## src/rtl/packet_gen_pkg.sv

```systemverilog
// Shared constants, state encoding and LFSR step for the cable-test packet source.
package packet_gen_pkg;

    localparam logic [31:0] LFSR_TAPS    = 32'h8020_0003;
    localparam logic [31:0] DEFAULT_SEED = 32'hACE1_2345;
    localparam int          LANE_TAG_W   = 8;
    localparam int          LANE_DATA_W  = 32 - LANE_TAG_W;

    typedef enum logic [1:0] {
        IDLE,
        RUN,
        DONE
    } state_t;

    // Galois right-shift form: feed back the bit shifted out.
    function automatic logic [31:0] lfsr_step(input logic [31:0] v);
        logic [31:0] r;
        r = v >> 1;
        if (v[0]) r = r ^ LFSR_TAPS;
        return r;
    endfunction

endpackage

```

## src/rtl/packet_gen_if.sv

```systemverilog
// AXI4-Stream bundle used for both the cable and expected-data outputs.
interface packet_gen_if #(
    parameter int DATA_W = 512
);
    logic [DATA_W-1:0]   tdata;
    logic [DATA_W/8-1:0] tkeep;
    logic                tlast;
    logic                tvalid;
    logic                tready;

    modport master (
        output tdata, tkeep, tlast, tvalid,
        input  tready
    );

    modport slave (
        input  tdata, tkeep, tlast, tvalid,
        output tready
    );
endinterface

```

## src/rtl/packet_gen_lfsr32.sv

```systemverilog
// 32-bit Galois LFSR; reload on start, one step per completed beat.
module lfsr32
    import packet_gen_pkg::*;
#(
    parameter logic [31:0] SEED  = DEFAULT_SEED,
    parameter int          OUT_W = LANE_DATA_W
) (
    input  logic             clk,
    input  logic             reset,
    input  logic             load,
    input  logic             advance,
    output logic [OUT_W-1:0] value
);
    logic [31:0] r_value;

    always_ff @(posedge clk) begin
        if (reset || load) begin
            r_value <= SEED;
        end else if (advance) begin
            r_value <= lfsr_step(r_value);
        end
    end

    assign value = r_value[OUT_W-1:0];
endmodule

```

## src/rtl/packet_gen.sv

```systemverilog
// Pseudo-random packet source driving the cable and its expected-data FIFO in lockstep.
module packet_gen
    import packet_gen_pkg::*;
#(
    parameter int          DATA_W = 512,
    parameter int          LEN_W  = 16,
    parameter logic [31:0] SEED   = DEFAULT_SEED
) (
    input  logic             clk,
    input  logic             reset,
    input  logic             start,
    input  logic             stop,
    input  logic [LEN_W-1:0] packet_len,
    input  logic [31:0]      packet_count,
    output logic             busy,
    output logic             done,
    output logic [31:0]      packets_sent,
    packet_gen_if.master     axis_out,
    packet_gen_if.master     axis_fifo_out
);
    localparam int LANES = DATA_W / 32;

    state_t           r_state, w_next;
    logic [LEN_W-1:0] r_len, r_beat;
    logic [31:0]      r_count, r_sent;
    logic             r_taken_c, r_taken_f, r_stop_pend;

    logic w_valid_c, w_valid_f, w_got_c, w_got_f;
    logic w_beat_done, w_last, w_start, w_end;
    logic [LANE_DATA_W-1:0] w_lfsr;
    logic [DATA_W-1:0]      w_data;

    assign w_start   = (r_state == IDLE) && start;
    assign w_valid_c = (r_state == RUN) && !r_taken_c;
    assign w_valid_f = (r_state == RUN) && !r_taken_f;
    assign w_got_c   = r_taken_c || (w_valid_c && axis_out.tready);
    assign w_got_f   = r_taken_f || (w_valid_f && axis_fifo_out.tready);

    // A beat retires only once both streams hold it.
    assign w_beat_done = (r_state == RUN) && w_got_c && w_got_f;
    assign w_last      = (r_beat == r_len - {{(LEN_W-1){1'b0}}, 1'b1});
    assign w_end       = w_beat_done && w_last &&
                         ((r_sent + 32'd1 == r_count) || r_stop_pend || stop);

    lfsr32 #(.SEED(SEED), .OUT_W(LANE_DATA_W)) u_lfsr (
        .clk     (clk),
        .reset   (reset),
        .load    (w_start),
        .advance (w_beat_done),
        .value   (w_lfsr)
    );

    always_comb begin
        w_next = r_state;
        unique case (r_state)
            IDLE:    if (start) w_next = (packet_count == 32'd0) ? DONE : RUN;
            RUN:     if (w_end) w_next = DONE;
            DONE:    w_next = IDLE;
            default: w_next = IDLE;
        endcase
    end

    always_ff @(posedge clk) begin
        if (reset) begin
            r_state     <= IDLE;
            r_len       <= {{(LEN_W-1){1'b0}}, 1'b1};
            r_count     <= '0;
            r_sent      <= '0;
            r_beat      <= '0;
            r_taken_c   <= 1'b0;
            r_taken_f   <= 1'b0;
            r_stop_pend <= 1'b0;
        end else begin
            r_state <= w_next;
            if (w_start) begin
                r_len       <= (packet_len == '0) ? {{(LEN_W-1){1'b0}}, 1'b1} : packet_len;
                r_count     <= packet_count;
                r_sent      <= '0;
                r_beat      <= '0;
                r_taken_c   <= 1'b0;
                r_taken_f   <= 1'b0;
                r_stop_pend <= 1'b0;
            end else if (r_state == RUN) begin
                if (stop) r_stop_pend <= 1'b1;
                if (w_beat_done) begin
                    r_taken_c <= 1'b0;
                    r_taken_f <= 1'b0;
                    r_beat    <= w_last ? '0 : r_beat + {{(LEN_W-1){1'b0}}, 1'b1};
                    if (w_last) r_sent <= r_sent + 32'd1;
                end else begin
                    r_taken_c <= w_got_c;
                    r_taken_f <= w_got_f;
                end
            end
        end
    end

    always_comb begin
        w_data = '0;
        for (int i = 0; i < LANES; i++) begin
            w_data[i*32 +: 32] = {LANE_TAG_W'(i), w_lfsr};
        end
    end

    assign axis_out.tdata       = w_data;
    assign axis_out.tkeep       = '1;
    assign axis_out.tlast       = w_last;
    assign axis_out.tvalid      = w_valid_c;
    assign axis_fifo_out.tdata  = w_data;
    assign axis_fifo_out.tkeep  = '1;
    assign axis_fifo_out.tlast  = w_last;
    assign axis_fifo_out.tvalid = w_valid_f;

    assign busy         = (r_state != IDLE);
    assign done         = (r_state == DONE);
    assign packets_sent = r_sent;
endmodule

```

## src/flat_wrapper.sv

```systemverilog
// flat-port wrapper written by rule: the top's interface ports become plain ports
module packet_gen_flat import packet_gen_pkg::*;
#(
    parameter int          DATA_W = 512,
    parameter int          LEN_W  = 16,
    parameter logic [31:0] SEED   = DEFAULT_SEED
)
  (clk, reset, start, stop, packet_len, packet_count, busy, done, packets_sent, axis_out_tdata, axis_out_tkeep, axis_out_tlast, axis_out_tvalid, axis_out_tready, axis_fifo_out_tdata, axis_fifo_out_tkeep, axis_fifo_out_tlast, axis_fifo_out_tvalid, axis_fifo_out_tready);
  packet_gen_if #(.DATA_W(DATA_W)) axis_out_i ();
  packet_gen_if #(.DATA_W(DATA_W)) axis_fifo_out_i ();
  input  logic clk;
  input  logic reset;
  input  logic start;
  input  logic stop;
  input  logic [LEN_W-1:0] packet_len;
  input  logic [31:0] packet_count;
  output logic busy;
  output logic done;
  output logic [31:0] packets_sent;
  output wire logic [$bits(axis_out_i.tdata)-1:0] axis_out_tdata;
  output wire logic [$bits(axis_out_i.tkeep)-1:0] axis_out_tkeep;
  output wire logic [$bits(axis_out_i.tlast)-1:0] axis_out_tlast;
  output wire logic [$bits(axis_out_i.tvalid)-1:0] axis_out_tvalid;
  input wire logic [$bits(axis_out_i.tready)-1:0] axis_out_tready;
  output wire logic [$bits(axis_fifo_out_i.tdata)-1:0] axis_fifo_out_tdata;
  output wire logic [$bits(axis_fifo_out_i.tkeep)-1:0] axis_fifo_out_tkeep;
  output wire logic [$bits(axis_fifo_out_i.tlast)-1:0] axis_fifo_out_tlast;
  output wire logic [$bits(axis_fifo_out_i.tvalid)-1:0] axis_fifo_out_tvalid;
  input wire logic [$bits(axis_fifo_out_i.tready)-1:0] axis_fifo_out_tready;
  assign axis_out_tdata = axis_out_i.tdata;
  assign axis_out_tkeep = axis_out_i.tkeep;
  assign axis_out_tlast = axis_out_i.tlast;
  assign axis_out_tvalid = axis_out_i.tvalid;
  assign axis_out_i.tready = axis_out_tready;
  assign axis_fifo_out_tdata = axis_fifo_out_i.tdata;
  assign axis_fifo_out_tkeep = axis_fifo_out_i.tkeep;
  assign axis_fifo_out_tlast = axis_fifo_out_i.tlast;
  assign axis_fifo_out_tvalid = axis_fifo_out_i.tvalid;
  assign axis_fifo_out_i.tready = axis_fifo_out_tready;
  packet_gen #(.DATA_W(DATA_W), .LEN_W(LEN_W), .SEED(SEED)) u_core (.clk(clk), .reset(reset), .start(start), .stop(stop), .packet_len(packet_len), .packet_count(packet_count), .busy(busy), .done(done), .packets_sent(packets_sent), .axis_out(axis_out_i), .axis_fifo_out(axis_fifo_out_i));
endmodule
```

## config.mk

```make
export PLATFORM = sky130hd
export DESIGN_NAME = packet_gen_flat
export DESIGN_NICKNAME = d
export VERILOG_FILES = /design/src/rtl/packet_gen_pkg.sv /design/src/rtl/packet_gen_if.sv /design/src/rtl/packet_gen_lfsr32.sv /design/src/rtl/packet_gen.sv /design/src/flat_wrapper.sv
export SDC_FILE = /design/constraint.sdc
export NUM_CORES = 1
export LEC_CHECK = 0
export BUFFER_PORTS_ARGS = -buffer_cell sky130_fd_sc_hd__buf_2
export CELL_PAD_IN_SITES_DETAIL_PLACEMENT = 1
export CELL_PAD_IN_SITES_GLOBAL_PLACEMENT = 2
export CORE_AREA = 2 2 478 480
export DETAILED_ROUTE_END_ITERATION = 8
export DIE_AREA = 0 0 480 482
export PLACE_DENSITY_LB_ADDON = 0.25
export SLEW_MARGIN = 30
export SYNTH_ARGS = -nofsm -noshare
export SYNTH_HDL_FRONTEND = slang
export SYNTH_SLANG_ARGS = --single-unit
```

## constraint.sdc

```tcl
create_clock -name clk -period 7.2 [get_ports clk]
set_clock_uncertainty 0.15 [all_clocks]
set_input_delay 1.8 -clock clk [delete_from_list [all_inputs] [get_ports clk]]
set_output_delay 1.8 -clock clk [all_outputs]
set_load 0.01 [all_outputs]
```

After elaboration in Yosys (flattened, before gate mapping). Index checks and enable logic that the tools add are counted.

Output and inout port bits: 1190. Word-level logic and storage cells: 53. Register bits after elaboration: 133. Input bits: 54.

Mux-type cells: 9. Bitwise logic cells: 1. Eq/ne operators: 6. Add/subtract/negate cells: 3. Reduce and logical (&&, ||, !) cells: 25.

Operator list (count): $add A32 B1 Y32 const B (1); $eq A32 B32 Y1 (1); $logic_not A32 Y1 (1); $mux W16 (2); $mux W32 (1); $add A16 B1 Y16 const B (1); $eq A16 B16 Y1 (1); $logic_not A16 Y1 (1); $sub A16 B1 Y16 const B (1); $logic_and A1 B1 Y1 (9); $mux W2 (3); $reduce_and A2 Y1 (3); $logic_or A1 B1 Y1 (5); $not A3 Y4 (1); $pmux W2 S2 (1); $reduce_and A3 Y1 (1); $eq A2 B1 Y1 const B (1); $eq A2 B2 Y1 const B (1); $logic_not A1 Y1 (2); $logic_not A2 Y1 (1); $mux W1 (2); $ne A2 B1 Y1 const B (1); $ne A2 B2 Y1 const B (1); $reduce_bool A2 Y1 (1); $reduce_or A2 Y1 (1).

Depth between registers and ports, before layout.
Word-level depth: 10. Mapped depth: 14. Mapped depth without buffers: 11.

Hierarchy. A second synthesis with hierarchy kept.

Cells, all modules: 2029. Area total of the unflattened synthesis: 15680.0 µm².

By module, submodules not included: packet_gen (cells an instance 1897, area each 14327.5 µm², seq. area each 2021.9 µm², instances 1); lfsr32 (cells an instance 132, area each 1352.5 µm², seq. area each 640.6 µm², instances 1).

Worst setup path after synthesis. OpenSTA, ideal clock, no wires.

Path kind: register to output. From: reg u_core.r_len[0]. To: out axis_out_tlast. Required time: 5.250 ns. Cell stages (with the launch flop): 9. Setup slack: 3.087 ns. Data arrival time: 2.163 ns. Path buffers: 2. Cells stage by stage: dfxtp_1 -> or2_2 -> clkbuf_1 -> or4_1 -> xnor2_1 -> nor4_1 -> nand4b_1 -> nor2_1 -> buf_4.

Longest elaborated chain between the ends: 2.

Ends and longest elaborated chain: from (decl) (RTL line packet_gen.sv:24) `logic [LEN_W-1:0] r_len, r_beat;`; from (signal assigned) (RTL line packet_gen.sv:66) `r_len <= {{(LEN_W-1){1'b0}}, 1'b1};`; from (signal assigned) (RTL line packet_gen.sv:76) `r_len <= (packet_len == '0) ? {{(LEN_W-1){1'b0}}, 1'b1} : packet_len;`; $sub A16 B1 Y16 (RTL line packet_gen.sv:41) `assign w_last = (r_beat == r_len - {{(LEN_W-1){1'b0}}, 1'b1});`; $eq A16 B16 Y1 (RTL line packet_gen.sv:41); to (decl) (RTL line flat_wrapper.sv:22) `output wire logic [$bits(axis_out_i.tlast)-1:0] axis_out_tlast;`.

No other way between the ends.

Worst setup path in the final report.
From: reg u_core.r_len[0]. To: out axis_fifo_out_tlast.

Longest elaborated chain between the ends: 2.

Ends and longest elaborated chain: $sub A16 B1 Y16 (RTL line packet_gen.sv:41); $eq A16 B16 Y1 (RTL line packet_gen.sv:41); to (decl) (RTL line flat_wrapper.sv:27) `output wire logic [$bits(axis_fifo_out_i.tlast)-1:0] axis_fifo_out_tlast;`.

No other way between the ends.

==> run metrics <==
total die area 231,000 µm²; Hold Path Origin u_core.u_lfsr.r_value[26]$_SDFFE_PP1P_; reg2reg path depth 10; top routing layer in use met5; vias in the first global route 9,959; Die H 482 µm; Placer Congestion 0.667; overall routing resource usage 5.20%; CP Launch Type flop; synthesized area 15,400 µm²; Critical Path Max Stage Delay 0.49 ns; FF+latch count, synth 133; largest net degree at the start of global routing 51; drt drc 0; CP max stage cell ha_1; synth cell count leaders buf_4 (1,153), nand2_1 (183), dfxtp_1 (133); I/O pins 1,244; critical path, cell by cell inv_1 > ha_1 > nor3b_1 > xnor2_1 > nand4_1 > nor4_1 > nand4b_1 > nor2_1 > buf_2; critical path required time 5.25 ns; clock buffer depth 2; Synth area leader buf_4; r2r startpoint u_core.packets_sent[0]$_SDFFE_PP0P_; CP Max Fanout 12; critical path class flop to output port; initial antenna violation count 13; r2r setup slk 2.97 ns; FP Rows 175; setup violators final 0; Post-synth EDFFs 0; WHS Path Cells 2; status completed; DR WL/cell 12.8 µm; Slew HR 41.2%; Initial Util 6.80%; CP Capture Type output port; Die Wd 480 µm; DR vias 11.1k; Synth Instances 2,026; Synth top area share 56.3%; CP bufs+invs 2; Synth Flop Type dfxtp_1; Pins Over Slew Limit 0; top cells by area, synth buf_4 (56%), dfxtp_1 (17%), nand2_1 (4.5%); Clock transition at path regs 0.09 ns; syn avg cell area 7.59 µm²; Sink Count 133; RSZ-0062 raised after global routing false; fmax 195 MHz; global route total overflow 0; fraction of layout cells with a size suffix above 1 45.1%; routed wl met2 36.0 mm; # H-tree levels 4; Vias per Instance 2.16; crit share post-route 71.1%; Hold Buf Count CTS 0; Resize count post-CTS 0; global-route wire length before repair 83.7 mm; Hold Crit Class flop to flop; ys async rst share 0%; final hold violations 0; M1 WL 23.5 mm; crit-path leading delay family simple AND/OR/NAND/NOR gates; nets 2,157; TritonRoute pass-1 iters 4; Lkg Pwr 7.51 nW; worst path arrival time 3.17 ns; final wirelength 65.5 mm; Port Buffer Count 859; VDD IR max 149 µV; CTS tree yes; CTS buffer count 17; Tmin final 5.12 ns; Power Dens Cells 130 nW/µm²; count leader, synth buf_4; Worst-Skew Late Latency 0.52 ns; CTS root buffer clkbuf_16; Cell variety after synth 57; final core occ 7.44%; hpwl dp 52.4 mm; core area 226,000 µm²; Max-Cap Viols 0; measured slew at the worst slew-check pin 0.882 ns; YS warnings 0; Hold EP u_core.u_lfsr.r_value[25]$_SDFFE_PP0P_; metal3 WL 5.16 mm; ANT nets after route 0; setup bufs post-CTS 0; reg2reg end u_core.r_state[1]$_SDFFE_PP0P_; Sum Neg Setup Slack 0 ns; Layout area overhead 9.54%; sequential element share of the synthesized area 17.3%; Initial DRC Count 271
[how the worst max path moves through the flow]
stage | from | end | slack [ns] | cells after the start
floorplan | u_core.r_len[0]$_SDFFE_PP1P_ | axis_out_tlast | 3.09 | 8
global placement | u_core.r_len[2]$_SDFFE_PP0P_ | axis_fifo_out_tlast | 2.25 | 8
detailed placement | axis_fifo_out_tready | u_core.packets_sent[19]$_SDFFE_PP0P_ | 2.35 | 10
CTS | u_core.r_len[0]$_SDFFE_PP1P_ | axis_fifo_out_tlast | 1.89 | 9
global route | u_core.r_len[0]$_SDFFE_PP1P_ | axis_fifo_out_tlast | 1.70 | 9
finish | u_core.r_len[0]$_SDFFE_PP1P_ | axis_fifo_out_tlast | 2.08 | 9
[routing by layer]
metal / track usage [%] / vias up
li1: - / 5071
met1: 5.29 / 5270
met2: 10.2 / 682
met3: 1.61 / 45
met4: 1.18 / 2
met5: 0 / -
[final cells by class]
class | instances | area (µm²)
fillers | 27500 | 210000
clock buffers | 18 | 439
diodes | 1 | 2.50
inverters | 10 | 37.5
clock inverters | 14 | 156
multi-input cells | 1058 | 5310
well taps | 3009 | 3760
repair buffers | 880 | 4460
flip-flops and latches | 133 | 2690
[cell families (layout without fill, tap and decap cells)]
kind of cell	count (synthesis)	count (layout)	share of synthesized area [%]
compound gates	148	148	5.50
xor+xnor	106	106	6.03
fa+ha+maj	3	3	0.244
buf+inv	1217	922	57.9
flops	133	133	17.3
mux	2	2	0.138
other cells	2	385	0.0488
simple gates	415	415	12.8
[worst register-to-register path, stage by stage, from the launching register on]
cell and delay, ns:
dfxtp_1 0.50, ha_1 0.28, nand3_1 0.36, or4_1 0.81
a311oi_1 0.28, a21o_1 0.12, o211ai_1 0.07, nor4_1 0.53
a311oi_2 0.35, or4_1 0.47, a21oi_1 0.19
[power breakdown]
| group | leakage, nW | total, mW | internal [mW] | switching [mW] |
|---|---|---|---|---|
| Sequential | 1.08 | 0.796 | 0.757 | 0.0387 |
| Clock | 0.290 | 0.970 | 0.502 | 0.468 |
| Combinational | 6.14 | 0.430 | 0.120 | 0.309 |
| Total | 7.51 | 2.20 | 1.38 | 0.816 |
[state kept, by name, summed over array words and instances, names as in the netlist]
name,flops
u_core.packets_sent,32
u_core.r_beat,16
u_core.r_count,32
u_core.r_len,16
u_core.r_state,2
u_core.r_stop_pend,1
u_core.r_taken_c,1
u_core.r_taken_f,1
u_core.u_lfsr.r_value,32
[cells in the final DEF (no fill, tap or decap), drive strengths merged, types with 18 or more instances in the layout]
| master | instances |
|---|---|
| nand2 | 183 |
| buf | 880 |
| inv | 20 |
| nand3 | 32 |
| or3 | 18 |
| conb | 384 |
| nor2 | 64 |
| xor2 | 39 |
| nor4 | 20 |
| xnor2 | 67 |
| clkbuf | 18 |
| dfxtp | 133 |
| nor3 | 28 |
| a21oi | 91 |
| o21ai | 24 |
| nand4 | 21 |
[through the flow]
step	hold slack [ns]	instance area [µm²]	instances	setup WS [ns]	power, mW
after floorplan	0.282	16800	2408	3.09	1.32
after global placement	0.297	16200	5090	2.25	1.26
after detailed placement	0.299	16300	5090	2.35	1.25
after CTS	0.303	16900	5122	1.89	2.28
after global routing	0.317	16900	5122	1.70	2.34
final	0.298	16900	5123	2.08	2.20
Power figures use the tool's default switching activity.
